### config.mk
export PLATFORM = sky130hd
export DESIGN_NAME = hart_sched
export DESIGN_NICKNAME = d
export VERILOG_FILES = /design/src/rtl/hart_sched.sv
export SDC_FILE = /design/constraint.sdc
export NUM_CORES = 1
export LEC_CHECK = 0
export ABC_AREA = 1
export CORE_ASPECT_RATIO = 0.8
export CORE_MARGIN = 10
export CORE_UTILIZATION = 50
export DETAILED_ROUTE_END_ITERATION = 10
export DONT_BUFFER_PORTS = 1
export PLACE_DENSITY_LB_ADDON = 0.12
export SLEW_MARGIN = 20
export SYNTH_ARGS = -nofsm -noshare
export SYNTH_HDL_FRONTEND = slang
export SYNTH_SLANG_ARGS = --single-unit
### constraint.sdc
create_clock -name clk -period 6.75 [get_ports clk]
set_clock_uncertainty 0.05 [all_clocks]
set_input_delay 2.025 -clock clk [delete_from_list [all_inputs] [get_ports clk]]
set_output_delay 2.025 -clock clk [all_outputs]
set_load 0.02 [all_outputs]
### src/rtl/hart_sched.sv
// hart_sched: round-robin fine-grained multithreading issue scheduler with per-hart PC table.
module hart_sched #(
    parameter int HART_NUM = 4,
    parameter int HART_ID_W = 2,
    parameter int PC_W = 32,
    parameter logic [PC_W-1:0] RESET_PC = '0
) (
    input  logic                 clk,
    input  logic                 reset,
    input  logic                 stall,
    input  logic                 id_hkill,
    input  logic                 id_hstart,
    input  logic                 id_hidle,
    input  logic [HART_ID_W-1:0] id_set_hid,
    input  logic [HART_ID_W-1:0] id_hs_id,
    input  logic [PC_W-1:0]      id_hs_pc,
    input  logic                 br_taken,
    input  logic [HART_ID_W-1:0] br_hart_id,
    input  logic [PC_W-1:0]      br_addr,
    output logic                 if_en,
    output logic [HART_ID_W-1:0] if_hart_id,
    output logic [PC_W-1:0]      if_pc,
    output logic [HART_NUM-1:0]  hart_active,
    output logic                 kill_flush,
    output logic [HART_ID_W-1:0] kill_hid
);
    logic [HART_NUM-1:0]  act_q, act_d;
    logic [PC_W-1:0]      pc_q [HART_NUM];
    logic [PC_W-1:0]      pc_d [HART_NUM];
    logic [HART_ID_W-1:0] last_q, last_d, hid_q, hid_d, khid_q, khid_d, sel, idx;
    logic [PC_W-1:0]      ifpc_q, ifpc_d;
    logic                 en_q, en_d, kf_q, kf_d, found, kill, start, issue;

    assign kill  = ~stall & (id_hkill | id_hidle);
    assign start = ~stall & id_hstart & ~act_q[id_hs_id] & ~(kill & (id_set_hid == id_hs_id));
    assign issue = ~stall & found;

    // descending scan so the nearest hart after last_q wins
    always_comb begin
        found = 1'b0;
        sel = last_q;
        idx = last_q;
        for (int k = HART_NUM; k >= 1; k--) begin
            idx = last_q + HART_ID_W'(k);
            if (act_q[idx]) begin
                found = 1'b1;
                sel = idx;
            end
        end
    end

    // redirect overrides the issue increment, start PC overrides both
    always_comb begin
        act_d = act_q;
        pc_d = pc_q;
        if (issue) pc_d[sel] = pc_q[sel] + PC_W'(4);
        if (br_taken) pc_d[br_hart_id] = br_addr;
        if (start) begin
            act_d[id_hs_id] = 1'b1;
            pc_d[id_hs_id] = id_hs_pc;
        end
        if (kill) act_d[id_set_hid] = 1'b0;
        en_d = stall ? en_q : found;
        hid_d = issue ? sel : hid_q;
        ifpc_d = issue ? pc_q[sel] : ifpc_q;
        last_d = issue ? sel : last_q;
        kf_d = kill & act_q[id_set_hid];
        khid_d = kf_d ? id_set_hid : khid_q;
    end

    always_ff @(posedge clk) begin
        if (reset) begin
            act_q <= HART_NUM'(1);
            for (int i = 0; i < HART_NUM; i++) pc_q[i] <= (i == 0) ? RESET_PC : '0;
            last_q <= HART_ID_W'(HART_NUM - 1);
            en_q <= 1'b0;
            hid_q <= '0;
            ifpc_q <= '0;
            kf_q <= 1'b0;
            khid_q <= '0;
        end else begin
            act_q <= act_d;
            pc_q <= pc_d;
            last_q <= last_d;
            en_q <= en_d;
            hid_q <= hid_d;
            ifpc_q <= ifpc_d;
            kf_q <= kf_d;
            khid_q <= khid_d;
        end
    end

    assign if_en = en_q;
    assign if_hart_id = hid_q;
    assign if_pc = ifpc_q;
    assign hart_active = act_q;
    assign kill_flush = kf_q;
    assign kill_hid = khid_q;
endmodule

==> flow_summary.yaml <==
setup_path:
  path_buf_inv: 1
  r2r_setup_slack_ps: 2280
  reg2reg_depth: 22
  cp.required_ps: 7050
  arrival_ps: 4770
  path_cells: "nand2_1, nand2_2, nand2_1, nand2_2, nand2_4, nand2_4, nand2_8, nand2_8, nor2_1, buf_4, nand2_1, nand2_1, nor2_2, nand2_1, nor2_1, nand2_1, nor2_2, nand3_1, nand3_1, nand2_1, nand2_1, a21oi_1"
  criticalPathCategory: "flip-flop to flip-flop"
  cp-start-kind: "flip-flop"
  cp.depth: 22
  endpoint_kind: "flip-flop"
  cp_slowest_cell: "dfxtp_1"
  r2r_start: "last_q[0]"
  cp_common_cell: "nand2_1"
  endpoint: "pc_q[122]"
  startpoint: "last_q[0]"
  cpPeakStageDelay_ps: 640
  cp_max_fo: 71
  cp_top_family: "simple AND/OR/NAND/NOR gates"
  r2r-end: "pc_q[122]"
sta:
  tightestPinTransition_ps: 969
  slew_headroom_pct: 35.3
  timing.fmax_mhz: 224
  slew_viol_final: 0
  post-route-min-period_ps: 4470
  hold_slack_ps: 512
  min_period_over_period_pct: 66.2
  setup_ws_ps: 2280
  hold_viol_final: 0
  setup_viol: 0
  rsz0062_at_grt: "no"
  tns_ps: 0
pwr:
  swShare_pct: 52.4
  peakVddDrop_mv: 0.162
  p_seq_share_pct: 26.9
  p_total_mw: 5.15
  intPower_mw: 2.45
  p_sw_mw: 2.70
  power_frac_comb_pct: 53.4
  p_clk_share_pct: 19.7
  leakagePower_nw: 4.99
  power_density_nw_per_um2: 425
detailed_routing:
  first_iter_violations: 1788
  drt-total-wl_mm: 45.6
  drc: 0
  ant_nets: 0
  wl_per_cell_um: 21.5
  dr.pass1.iters: 8
  vias: 12800
  via_per_inst: 6.01
clocking:
  htree_levels: 4
  clk_path_buf_depth: 2
  cts_setup_buffers: 0
  clk_latency_ps: 450
  clk_pin_slew_ps: 80
  cts_resized: 0
  cts.sinks: 172
  cts_buffers: 17
  hold_buffers: 0
  cts-root-buf: "clkbuf_16"
  cts_tree: "done"
finish:
  final_cells: 2121
  final_area_um2: 12100
  drive_gt1_share_pct: 7.82
  diodes: 0
  final_util_pct: 53.8
  multi_input_area_um2: 6640
  syn_to_final_growth_pct: 5.48
  regArea_um2: 3440
  fill_cells: 2443
  nets: 1880
global_route:
  grt_pass1_vias: 11400
  grt_pass1_wl_mm: 69.0
  antenna_found_initial: 0
  grt_use_total_pct: 29.8
  grt_max_degree: 72
  overflow: 0
die:
  fp.dieW_um: 190
  io_pins: 119
  die_h_um: 156
  die-area_um2: 29500
  coreArea_um2: 22600
  placementRows: 49
  start_util_pct: 51.0
yosys:
  synth-async-reset-ratio_pct: 0
  synth_cell_type_count: 43
  ys_seq_area_share_pct: 29.9
  synthCells: 1881
  synth_nets: 1959
  ys_warn_count: 0
  netlist_area_um2: 11500
  synthTopCellsByCount: "nand2_1, a21oi_1, o21ai_0"
  yosysMostFrequentCell: "nand2_1"
  yosys_register_bits: 172
  ys.flop_type: "dfxtp_1"
  yosys.area.top_type_share_pct: 29.9
  synth_top_area_cell: "dfxtp_1"
  avgSynthCellArea_um2: 6.11
  synth.area.top_cells: "dfxtp_1, nand2_1, a21oi_1, o21ai_0, inv_1"
  synth_edf_count: 0
worst_hold_path:
  hold_path_class: "flip-flop to flip-flop"
  hold_start: "if_en"
outcome:
  run_status: "completed"
placed_design:
  post_dp_cell_area_um2: 11500
  dpl.cell_count: 2089
  place_ws_ps: 2160
  dp_hpwl_mm: 28.9
  place_congestion: 0.947
  numPortBuffers: 0
run:
  cap_violations: 0
-- worst min-delay path: stages, from the launching register on --
cell and delay (ps):
dfxtp_1 390, nand2_1 80, a21oi_1 50
-- cell families after synthesis --
logic type      synth area share [%]
simple gates                    31.2
compound gates                  25.8
buf+inv                         12.6
flops                           29.9
xor+xnor                       0.381
fa+ha+maj                      0.109
-- power by group through the flow --
stage | combinational (mW) | clock (mW) | sequential (mW)
detailed placement | 2.64 | 0 | 1.41
global route | 3.01 | 1.06 | 1.41
global placement | 2.62 | 0 | 1.41
finish | 2.75 | 1.01 | 1.39
floorplan | 1.99 | 0 | 1.37
CTS | 2.66 | 1.02 | 1.38
-- state kept, by name, indices dropped and copies added, names as in the netlist --
name	count
if_en	1
last_q	2
pc_q	128
hart_active	4
if_pc	32
kill_hid	2
if_hart_id	2
kill_flush	1
-- worst min path at each step --
stage / to / slack (ps) / cells past startpoint
final: if_en / 510 / 2
after global routing: if_en / 540 / 2
after CTS: if_en / 510 / 2
after detailed placement: if_en / 500 / 2
after global placement: if_en / 510 / 2
after floorplan: if_en / 480 / 2
-- area by class of cell --
| cell class | instances | share of cell area (%) |
|---|---|---|
| clock buffers | 18 | 3.62 |
| clock inverters | 14 | 1.18 |
| inverters | 228 | 7.10 |
| multi-input cells | 1353 | 54.7 |
| flip-flops and latches | 172 | 28.4 |
| well taps | 306 | 3.16 |
| repair buffers | 30 | 1.86 |
-- cells in the final DEF (no fill, tap or decap), types with 2 or more instances in the layout --
cell type,count
nand2_1,427
a21oi_1,283
o21ai_0,240
inv_1,220
dfxtp_1,172
nand3_1,145
nor2_1,66
nand4_1,49
buf_4,30
nor2_2,21
nand3b_1,20
clkbuf_16,17
nand2_2,14
o211ai_1,14
o21ai_1,12
nor2_4,10
or2_2,7
inv_6,6
nand2_4,5
inv_2,5
o221ai_1,5
xor2_1,5
o22ai_1,4
o21ai_2,4
inv_8,4
nor3_2,3
nand2_8,2
nand3_2,2
clkinv_1,2
a31oi_1,2
a221oi_1,2
nand3b_2,2
clkinv_8,2
-- per-layer routing --
metal | part of all wire [%] | track usage, % | wire (µm) | vias up
met2 | 41 | 42.8 | 18500 | 775
met4 | 2.2 | 8.37 | 992 | 0
met3 | 14 | 7.51 | 6240 | 92
met1 | 44 | 42.7 | 19800 | 5822
li1 | - | - | - | 6068
met5 | 0 | 0 | 0 | -
Note: power is estimated with default switching activity, not from simulation.
==> patch: new RTL, config.mk and constraints unchanged <==
Set the parameter `HART_ID_W` to 4 (it was 2).
--- a/src/rtl/hart_sched.sv
+++ b/src/rtl/hart_sched.sv
@@ -1,7 +1,7 @@
 // hart_sched: round-robin fine-grained multithreading issue scheduler with per-hart PC table.
 module hart_sched #(
     parameter int HART_NUM = 4,
-    parameter int HART_ID_W = 2,
+    parameter int HART_ID_W = 4,
     parameter int PC_W = 32,
     parameter logic [PC_W-1:0] RESET_PC = '0
 ) (
Interface: changed (5 resized); port bits go from 119 to 129. The function was not compared with the original's and may differ.
==> patch against the original RTL <==
  * Worst setup slack worse by 710 ps
  * Routed wire length is 1.2% higher
  * Sequential cell count up 4
  * Sequential share of layout area is 0.53 points lower
  * Hold slack lost 59 ps
  * Final cell count grew 5.2%
  * Core utilization is 0.13 points lower
  * Synthesized area increased by 5.0%
  * Final area rose by 4.3%
  * Via count up 5.2%
  * Critical path type unchanged
  * Critical endpoint is now pc_q[28]$_SDFF_PP0_
  * Largest cell class unchanged
  * Highest routed layer unchanged
Power is not shown: default switching activity piles up to over one toggle a cycle in this logic, so the estimate is an artifact.
==> patch: results (changes against the original RTL) <==
| Metric | Value |
|---|---|
| Cts hold-fix bufs | `0 (unchanged)` |
| Register area share after synthesis | `29.2% (-0.77 points)` |
| Final net count | `1,995 (+6.1%)` |
| Clk Latency, worst-skew pair | `450 ps (about the same)` |
| CTS Buf Count | `17 (unchanged)` |
| Met1 Usage GRT | `37.7% (-5.0 points)` |
| Initial antenna violation count | `0 (unchanged)` |
| # Max-Cap Violations | `0 (unchanged)` |
| Pre-Repair DR Iteration Count | `7 (-1)` |
| Root buffer cell | `clkbuf_16` |
| Largest net degree at the start of global routing | `82 (+14%)` |
| H-tree levels | `4 (unchanged)` |
| Critical Path Slowest Stage Cell | `nor2_2` |
| Mean routed wirelength per cell | `20.7 um (-3.8%)` |
| Grt met2 use | `42.3% (-0.57 points)` |
| Setup Fix Bufs, Post-CTS | `0 (unchanged)` |
| Post-synth net total | `2,087 (+6.5%)` |
| FFs w/ async S/R, synth | `0% (unchanged)` |
| Post-synth top cells | `nand2_1 (514), a21oi_1 (283), o21ai_0 (250), inv_1 (206), dfxtp_1 (176)` |
| First-pass GRT wire length | `70,300 um (+1.9%)` |
| DPL Wire Length | `28,900 um (-0.22%)` |
| Outcome | `completed` |
| Yosys cell types | `42 (-2.3%)` |
| Port Buffers | `0 (unchanged)` |
| Delay-heaviest family, CP | `simple AND/OR/NAND/NOR gates` |
| Post-synth top flop | `dfxtp_1` |
| Routing usage on met3 | `8.49% (+0.98 points)` |
| Vias in the first global route | `12,100 (+6.6%)` |
| Gr usage total | `28.2% (-1.6 points)` |
| Initial drt markers | `1,540 (-14%)` |
| Maximum fanout along the worst path | `81 (+14%)` |
| Clock-pin slew on the worst setup and hold paths | `70 ps` |
| Area contributors post-synth | `dfxtp_1 (29%), nand2_1 (16%), a21oi_1 (12%), o21ai_0 (10%), inv_1 (6.4%)` |
| Hold Path Class | `flop to flop` |
| RD Place Congestion | `0.904 (-4.5%)` |
| Syn. warnings | `0 (unchanged)` |
| Clock Path Buffers | `2 (unchanged)` |
| Share of layout cells above drive strength 1 | `7.09% (-0.74 points)` |
| Via density | `6.01 (about the same)` |
| Max frequency | `193 MHz (-14%)` |
| Largest Register | `pc_q` |
| Critical Path Max Stage Delay | `800 ps (+160 ps)` |
| Largest register FFs | `128 (unchanged)` |
| Resized cells post-CTS | `0 (unchanged)` |
| Slew HR | `19.0% (-16 points)` |
| N_diodes | `0 (unchanged)` |
## patch: cell families after synthesis
| family | after synthesis | share of synthesized area (%) |
|---|---|---|
| AND/OR/NAND/NOR | 872 | 32.4 |
| AO/OA/AOI/OAI | 584 | 24.8 |
| buffers and inverters | 349 | 12.1 |
| flip-flops | 176 | 29.2 |
| XOR/XNOR | 12 | 0.933 |
| adder cells (fa/ha/maj) | 5 | 0.518 |
| multiplexers | 1 | 0.0829 |
## patch: through the flow
step	worst slack, ps	util, %	instances	hold slack (ps)	area (um^2)
finish	1570	53.6	2231	453	12700
global route	1310	53.6	2231	488	12700
CTS	1770	53.6	2231	450	12700
detailed placement	1800	51.0	2200	440	12000
global placement	1970	51.0	2200	434	12000
floorplan	2850	-	1999	405	12100
## patch: routing by layer
| layer | routed length (um) | vias up |
|---|---|---|
| li1 | - | 6401 |
| met1 | 19100 | 6047 |
| met2 | 19600 | 855 |
| met3 | 6350 | 113 |
| met4 | 1110 | 0 |
| met5 | 0 | - |
## patch: path summary, 6_finish.rpt
path                          startpoint                  end  slack [ps]  depth (start not counted)
hold / removal       pc_q[96]$_SDFF_PP0_  pc_q[96]$_SDFF_PP0_         450                          2
setup reg to reg  last_q[0]$_SDFFE_PP1P_  pc_q[28]$_SDFF_PP0_        1570                         25
setup / recovery  last_q[0]$_SDFFE_PP1P_  pc_q[28]$_SDFF_PP0_        1570                         25
hold reg to reg      pc_q[96]$_SDFF_PP0_  pc_q[96]$_SDFF_PP0_         450                          2
## patch: final cells by class
class / instances / area, um^2
fillers: 2430 / 10900
multi-input cells: 1474 / 7140
flip-flops and latches: 176 / 3520
inverters: 217 / 823
clock buffers: 17 / 425
well taps: 312 / 390
clock inverters: 14 / 190
repair buffers: 21 / 158
## patch: tightest hold or removal path, cell delays in order, from the launching register on
cell and delay [ps]:
dfxtp_1 320, nand2_1 70, a31oi_1 70
